[src/rtl/err_event_delay_agg.sv]
// Multi-channel active-low error delay/aggregation with per-channel mask, sticky hold
// and first-error capture for crash-log attribution.
module err_event_delay_agg #(
  parameter int NUM_CH  = 4,
  parameter int DLY_CNT = 1000,
  parameter int QUALIFY = 0,
  localparam int CNT_W  = $clog2(DLY_CNT + 1),
  localparam int CH_W   = (NUM_CH > 1) ? $clog2(NUM_CH) : 1
) (
  input  logic                iClk,
  input  logic                iRst_n,
  input  logic [NUM_CH-1:0]   iErr_n,
  input  logic [NUM_CH-1:0]   iMask,
  input  logic [NUM_CH-1:0]   iSticky,
  input  logic                iClr,
  output logic                oErrAny_n,
  output logic [NUM_CH-1:0]   oErrDly_n,
  output logic                oErrAnyDly_n,
  output logic                oFirstVld,
  output logic [CH_W-1:0]     oFirstCh,
  output logic [2*NUM_CH-1:0] oDbgState
);

  typedef enum logic [1:0] {
    ST_IDLE     = 2'd0,
    ST_COUNT    = 2'd1,
    ST_ASSERTED = 2'd2
  } state_t;

  localparam logic [CNT_W-1:0] CNT_LAST = CNT_W'(DLY_CNT - 1);

  state_t            state_q [NUM_CH];
  state_t            state_d [NUM_CH];
  logic [CNT_W-1:0]  cnt_q   [NUM_CH];
  logic [CNT_W-1:0]  cnt_d   [NUM_CH];
  logic [NUM_CH-1:0] active;
  logic [NUM_CH-1:0] dly_d;
  logic              first_hit;
  logic [CH_W-1:0]   first_idx;

  assign active    = ~iErr_n & ~iMask;
  assign oErrAny_n = &(iErr_n | iMask);

  always_comb begin
    for (int i = 0; i < NUM_CH; i++) begin
      state_d[i] = state_q[i];
      cnt_d[i]   = cnt_q[i];
      case (state_q[i])
        ST_IDLE: begin
          if (active[i]) begin
            if (DLY_CNT == 1) begin
              state_d[i] = ST_ASSERTED;
            end else begin
              state_d[i] = ST_COUNT;
              cnt_d[i]   = CNT_W'(1);
            end
          end
        end
        ST_COUNT: begin
          // Mask always aborts; a released input aborts only in qualify mode.
          if (iMask[i] || ((QUALIFY != 0) && !active[i])) begin
            state_d[i] = ST_IDLE;
            cnt_d[i]   = '0;
          end else if (cnt_q[i] == CNT_LAST) begin
            state_d[i] = ST_ASSERTED;
            cnt_d[i]   = '0;
          end else begin
            cnt_d[i] = cnt_q[i] + CNT_W'(1);
          end
        end
        ST_ASSERTED: begin
          if (!active[i] && !iSticky[i]) state_d[i] = ST_IDLE;
        end
        default: begin
          state_d[i] = ST_IDLE;
          cnt_d[i]   = '0;
        end
      endcase
      if (iClr) begin
        state_d[i] = ST_IDLE;
        cnt_d[i]   = '0;
      end
      dly_d[i] = (state_d[i] != ST_ASSERTED);
    end
  end

  // Descending scan so the lowest newly-asserting index wins.
  always_comb begin
    first_hit = 1'b0;
    first_idx = '0;
    for (int i = NUM_CH - 1; i >= 0; i--) begin
      if ((state_q[i] != ST_ASSERTED) && (state_d[i] == ST_ASSERTED)) begin
        first_hit = 1'b1;
        first_idx = CH_W'(i);
      end
    end
  end

  always_ff @(posedge iClk) begin
    if (!iRst_n) begin
      for (int i = 0; i < NUM_CH; i++) begin
        state_q[i] <= ST_IDLE;
        cnt_q[i]   <= '0;
      end
      oErrDly_n    <= '1;
      oErrAnyDly_n <= 1'b1;
      oFirstVld    <= 1'b0;
      oFirstCh     <= '0;
    end else begin
      for (int i = 0; i < NUM_CH; i++) begin
        state_q[i] <= state_d[i];
        cnt_q[i]   <= cnt_d[i];
      end
      oErrDly_n    <= dly_d;
      oErrAnyDly_n <= &dly_d;
      if (iClr) begin
        oFirstVld <= 1'b0;
        oFirstCh  <= '0;
      end else if (!oFirstVld && first_hit) begin
        oFirstVld <= 1'b1;
        oFirstCh  <= first_idx;
      end
    end
  end

  for (genvar g = 0; g < NUM_CH; g++) begin : g_dbg
    assign oDbgState[2*g +: 2] = state_q[g];
  end

endmodule

[config.mk]
export PLATFORM = sky130hd
export DESIGN_NAME = err_event_delay_agg
export DESIGN_NICKNAME = d
export VERILOG_FILES = /design/src/rtl/err_event_delay_agg.sv
export SDC_FILE = /design/constraint.sdc
export NUM_CORES = 1
export LEC_CHECK = 0
export ABC_CLOCK_PERIOD_IN_PS = 6200
export CELL_PAD_IN_SITES_DETAIL_PLACEMENT = 1
export CELL_PAD_IN_SITES_GLOBAL_PLACEMENT = 1
export CORE_ASPECT_RATIO = 0.6
export CORE_MARGIN = 1.5
export CORE_UTILIZATION = 45
export CTS_BUF_LIST = sky130_fd_sc_hd__clkbuf_8
export CTS_CLUSTER_DIAMETER = 40
export DETAILED_ROUTE_END_ITERATION = 6
export PLACE_DENSITY_LB_ADDON = 0.1
export RECOVER_POWER = 100
export SYNTH_ARGS = -nofsm -noshare
export SYNTH_HDL_FRONTEND = slang
export SYNTH_SLANG_ARGS = --single-unit
[constraint.sdc]
create_clock -name iClk -period 6.2 [get_ports iClk]
set_clock_uncertainty 0.2 [all_clocks]
set_input_delay 1.86 -clock iClk [delete_from_list [all_inputs] [get_ports iClk]]
set_output_delay 1.86 -clock iClk [all_outputs]
set_load 0.02 [all_outputs]
==> flow_summary.yaml, run 1 <==
logic_synthesis:
  synth-seq-area-share_pct: 41.7
  syn_nets: 338
  synth-main-ff-cell: "dfxtp_1"
  ys_warn_count: 0
  ys_ff_latch: 56
  syn_avg_cell_area_um2: 8.44
  async_flop_share_pct: 0
  ys_types: 52
  synth_edf_count: 0
  synth_area_um2: 2690
  netlist_instances: 319
floorplanning:
  num_rows: 21
  die_area_um2: 6470
  core_um2: 5680
  initial_core_util_pct: 47.4
  chipHeight_um: 62.9
  die_w_um: 103
  io_pins: 32
worst_setup_path:
  worst-path-stages: 4
  r2r_start: "state_q[3][0]"
  cp-start-kind: "input pin"
  path_max_fanout: 5
  path_cells: "dlygate4sd3_1, nor2_1, nor4_1, dlygate4sd3_1"
  slowest_delay_ps: 720
  path_delay_family: "buffers and inverters"
  arrival_ps: 3600
  cp-end-kind: "output pin"
  crit_type: "in -> out"
  slowest_stage: "dlygate4sd3_1"
  worstPathRequired_ps: 4140
  rr_endpoint: "cnt_q[3][7]"
  cp_common_cell: "dlygate4sd3_1"
  critPathBufInv: 2
  r2r_slack_ps: 3710
  reg2reg_depth: 5
layout:
  fin_nets: 368
  syn_to_final_growth_pct: 17.3
  final_common_cell: "dfxtp_1"
  layout_common_cells: "dfxtp_1, nor2_1, nand2_1, dlygate4sd3_1"
  drive_gt1_share_pct: 3.71
  post-route-util_pct: 55.6
  diodes: 0
  fin_area_um2: 3160
global_route:
  grt_pass1_vias: 2448
  grt_overflow_total: 0
  grt_first_pass_wirelength_um: 11900
  grt_max_degree: 25
  track_usage_pct: 23.0
  grt_antenna_before_repair: 0
sta:
  hold_violations: 0
  max_slew_margin_pct: 30.8
  post-route-min-period_ps: 5660
  slew_viol_final: 0
  tightest_slew_ps: 1040
  fmax_ghz: 0.177
  setup_violations: 0
  rsz0062_at_grt: "false"
  final.setup.tns_ps: 0
  period_share_pct: 91.3
worst_hold_path:
  holdPathStages: 1
  min_from: "cnt_q[3][9]"
  hold_path_end: "cnt_q[3][9]"
  hold_path.class: "reg -> reg"
route:
  wl_per_cell_um: 16.5
  vias: 2433
  drt_iter0_drc: 79
  first_pass_iters: 4
  drt_wl_total_um: 7090
  viasPerCell: 5.66
  ant_nets: 0
  drcViolationCount: 0
placed_design:
  dpl_cell_area_um2: 3070
  dp_hpwl_um: 5220
  io_buffer_count: 31
  gp_congestion: 0.776
status:
  status: "finished, final reports clean"
clocking:
  clkLatencyLatePin_ps: 310
  cts_root_buf: "clkbuf_8"
  clkTransAtPathRegs_ps: 100
  cts_max_path_buffers: 2
  clock-sinks: 56
  ctsHoldBuffers: 0
  cts-resized-gates: 0
  cts_setup_buffers: 0
  cts_tree: "done"
  cts_max_level: 2
  numCtsBuffers: 5
power:
  p_per_area_nw_per_um2: 195
  p_leak_nw: 1.06
  peakVddDrop_mv: 0.0949
flow_run:
  cap_violations: 0
==> through the flow <==
step / worst slack [ps] / std cells / hold slack [ps] / power (mW)
finish: 538 / 430 / 301 / 0.617
global route: 445 / 430 / 331 / 0.639
CTS: 643 / 430 / 311 / 0.625
detailed placement: 645 / 422 / 286 / 0.417
global placement: 724 / 422 / 276 / 0.416
floorplan: 1510 / 319 / 264 / 0.395
==> sequential cells by signal (all words and copies together), names as in the netlist <==
signal / count
oErrDly_n: 4
state_q: 8
oErrAnyDly_n: 1
cnt_q: 40
oFirstVld: 1
oFirstCh: 2
==> power by group <==
group	internal, mW	total, mW	switching, mW
clock	0.0896	0.209	0.119
combinational	0.0171	0.0434	0.0263
sequential	0.361	0.365	0.00317
total	0.468	0.617	0.149
==> synth_stat cells (4+ instances only) <==
library cell | instances | share of area [%]
clkbuf_1 | 7 | 0.98
nand4_1 | 8 | 1.9
xnor2_1 | 8 | 2.6
inv_1 | 7 | 0.98
nor4_1 | 6 | 1.4
nor3_1 | 15 | 2.8
and3_1 | 7 | 1.6
or2_2 | 4 | 0.93
ha_1 | 4 | 1.9
nor3b_1 | 4 | 1.1
and4_1 | 4 | 1.3
nor2_1 | 52 | 7.3
a21oi_1 | 15 | 2.8
nand2b_1 | 7 | 1.6
dfxtp_1 | 56 | 42
nand2_1 | 22 | 3.1
xor2_1 | 11 | 3.6
a31oi_1 | 7 | 1.6
nand3_1 | 8 | 1.5
o2111ai_1 | 4 | 1.3
nand3b_1 | 5 | 1.4
o21ai_0 | 9 | 1.7
==> worst register-to-register path, stage by stage (launching register included) <==
cell,delay [ps]
dfxtp_1,430
or3b_1,490
a31oi_1,770
a21boi_0,240
o21ai_0,90
a21oi_1,160
==> layer usage <==
metal,share of wire [%],track usage [%],vias up
li1,-,-,1222
met1,53,34.2,1151
met2,41,34.7,53
met3,4.4,4.36,7
met4,1.0,4.22,0
met5,0,0,-
==> cell type report <==
type | count | area [µm²]
inverters | 7 | 26.3
multi-input cells | 248 | 1510
clock buffers | 6 | 82.6
well taps | 80 | 100
flip-flops and latches | 56 | 1120
repair buffers | 31 | 310
fillers | 705 | 2520
clock inverters | 2 | 11.3
==> how the worst max path moves through the flow <==
stage	start	end	slack, ps
2_1_floorplan	iMask[3]	oErrAny_n	1510
3_3_place_gp	iMask[3]	oErrAny_n	720
3_5_place_dp	iMask[2]	oErrAny_n	640
4_1_cts	iMask[3]	oErrAny_n	640
5_1_grt	iMask[2]	oErrAny_n	440
6_report	iMask[3]	oErrAny_n	540
==> cells by family (layout without fill, tap and decap cells) <==
| group | after synthesis | count (layout) | share of synthesized area [%] |
|---|---|---|---|
| muxes | 3 | 3 | 1.12 |
| adders and majority gates | 4 | 4 | 1.86 |
| and+or+nand+nor | 159 | 159 | 31.1 |
| AOI/OAI and AO/OA | 63 | 63 | 15.8 |
| DFF | 56 | 56 | 41.7 |
| xor gates and xnor gates | 19 | 19 | 6.18 |
| buffers and inverters | 15 | 46 | 2.23 |
Note: power is estimated with default switching activity, not from simulation.
==> run 2, diff against run 1 <==
--- a/config.mk
+++ b/config.mk
@@ -5,6 +5,7 @@
 export SDC_FILE = /design/constraint.sdc
 export NUM_CORES = 1
 export LEC_CHECK = 0
+export ABC_AREA = 1
 export ABC_CLOCK_PERIOD_IN_PS = 6200
 export CELL_PAD_IN_SITES_DETAIL_PLACEMENT = 1
 export CELL_PAD_IN_SITES_GLOBAL_PLACEMENT = 1
==> run 2 against run 1 <==
Cell count increased by 20%. Critical endpoint unchanged. Combinational power rose by 1%. Design area increased by 3.9%.
==> flow_summary.yaml, run 2 <==
status:
  status: "finished, final reports clean"
placed_design:
  dp_hpwl_um: 6040
  dpl_cell_area_um2: 3240
  io_buffer_count: 31
  place_ws_ps: 627
  dp_cells: 508
  gp_congestion: 0.843
worst_setup_path:
  slowest_stage: "dlygate4sd3_1"
  crit_type: "in -> out"
  arrival_ps: 3650
  cp_common_cell: "dlygate4sd3_1"
  path_cells: "dlygate4sd3_1, nor2_1, nor4_1, dlygate4sd3_1"
  cp-start-kind: "input pin"
  path_max_fanout: 4
  worstPathRequired_ps: 4140
  slowest_delay_ps: 730
  cp-end-kind: "output pin"
layout:
  layout_common_cells: "nand2_1, nor2_1, dfxtp_1"
  fin_area_um2: 3280
  top_regs: "cnt_q (40), state_q (8), oErrDly_n (4)"
  final_common_cell: "nand2_1"
  diodes: 0
  regMostFlops: "cnt_q"
  largest_reg_flops: 40
  fin_nets: 450
  final_cells: 516
  drive_gt1_share_pct: 6.71
  post-route-util_pct: 53.9
  syn_to_final_growth_pct: 15.8
floorplanning:
  io_pins: 32
  initial_core_util_pct: 46.6
  num_rows: 22
  die_area_um2: 6800
  die_w_um: 105
  chipHeight_um: 64.5
  core_um2: 6080
global_route:
  grt_antenna_before_repair: 0
  grt_overflow_total: 0
  grt_pass1_vias: 2652
  grt_first_pass_wirelength_um: 12800
  track_usage_pct: 24.0
  grt_max_degree: 18
sta:
  setup_violations: 0
  period_share_pct: 92.1
  final.setup.tns_ps: 0
  post-route-min-period_ps: 5710
  rsz0062_at_grt: "false"
  slew_viol_final: 0
  max_slew_margin_pct: 56.8
  fmax_ghz: 0.175
  layout_setup_ws_ps: 487
  whs_ps: 287
  hold_violations: 0
  tightest_slew_ps: 642
clocking:
  cts-resized-gates: 0
  cts_root_buf: "clkbuf_8"
  cts_max_level: 2
  cts_setup_buffers: 0
  ctsHoldBuffers: 0
  cts_max_path_buffers: 2
  cts_tree: "done"
  clkTransAtPathRegs_ps: 100
  numCtsBuffers: 5
  clkLatencyLatePin_ps: 310
  clock-sinks: 56
route:
  wl_per_cell_um: 14.9
  drt_wl_total_um: 7710
  viasPerCell: 5.20
  vias: 2684
  drt_iter0_drc: 106
  first_pass_iters: 4
  ant_nets: 0
  drcViolationCount: 0
power:
  p_leak_nw: 1.25
  p_per_area_nw_per_um2: 187
  peakVddDrop_mv: 0.110
  finalPower_uw: 614
logic_synthesis:
  synth-main-ff-cell: "dfxtp_1"
  syn_avg_cell_area_um2: 7.19
  ys_types: 39
  ys_warn_count: 0
  yosysTopAreaCellShare_pct: 39.6
  synth_common_cells: "nand2_1, dfxtp_1, nor2_1"
  ys_ff_latch: 56
  synth-seq-area-share_pct: 39.6
  synth_area_leaders: "dfxtp_1, nand2_1, nor2_1"
  async_flop_share_pct: 0
  yosysMostFrequentCell: "nand2_1"
  syn_nets: 413
  synth_top_area_cell: "dfxtp_1"
  synth_edf_count: 0
  synth_area_um2: 2830
  netlist_instances: 394
worst_hold_path:
  hold_path.class: "reg -> reg"
flow_run:
  cap_violations: 0
-- run 2: cell types whose count changed in the layout (fill, tap and decap cells not counted), sizes merged, moves of 4 or more --
| cell | previous run | this run |
|---|---|---|
| inv | 8 | 54 |
| nor3 | 15 | 21 |
| o2111ai | 4 | 0 |
| nand2 | 22 | 83 |
| and3 | 7 | 2 |
| and4 | 4 | 0 |
| nor3b | 4 | 0 |
| nor4 | 7 | 3 |
| nand2b | 7 | 0 |
| a21oi | 15 | 29 |
| nor2 | 52 | 65 |
| nand3 | 8 | 20 |
| a31oi | 7 | 1 |
| o21ai | 11 | 17 |
-- run 2: path summary, 6_finish.rpt --
kind	from	to	slack (ps)	cells after the start
max	iMask[3]	oErrAny_n	490	4
min	cnt_q[1][7]	cnt_q[1][7]	290	2
max reg2reg	cnt_q[0][0]	cnt_q[0][4]	3970	8
min reg2reg	cnt_q[1][7]	cnt_q[1][7]	290	2
-- run 2: final cells by class --
type	instances	area, µm²
Inverter	54	203
Sequential cell	56	1120
Clock inverter	2	7.51
Clock buffer	6	82.6
Tap cell	84	105
Fill cell	792	2800
Multi-Input combinational cell	283	1450
Timing Repair Buffer	31	310
-- run 2: cells by family (layout without fill, tap and decap cells) --
family	count (synthesis)	in the layout	share of synthesized area (%)
buffers and inverters	55	93	7.29
AND/OR/NAND/NOR	212	212	35.4
flip-flops	56	56	39.6
XOR/XNOR	13	13	4.02
adder cells (fa/ha/maj)	4	4	1.77
AO/OA/AOI/OAI	54	54	12.0
-- run 2: metal layers --
metal / GRT usage, % / vias to the layer above / wire, µm
li1: - / 1348 / -
met1: 34.9 / 1273 / 3960
met2: 37.6 / 55 / 3320
met3: 3.92 / 8 / 366
met4: 4.79 / 0 / 57
met5: 0 / - / 0
-- run 2: critical path: cells and delay by family --
family | cells | cell delay [ps]
buffers and inverters | 2 | 1320
AND/OR/NAND/NOR | 2 | 470
-- run 2: report_power, final --
| group | leakage [nW] | internal (mW) | switching, mW |
|---|---|---|---|
| Combinational | 0.743 | 0.0157 | 0.0282 |
| Clock | 0.0538 | 0.0883 | 0.117 |
| Sequential | 0.452 | 0.362 | 0.00296 |
| Total | 1.25 | 0.466 | 0.148 |
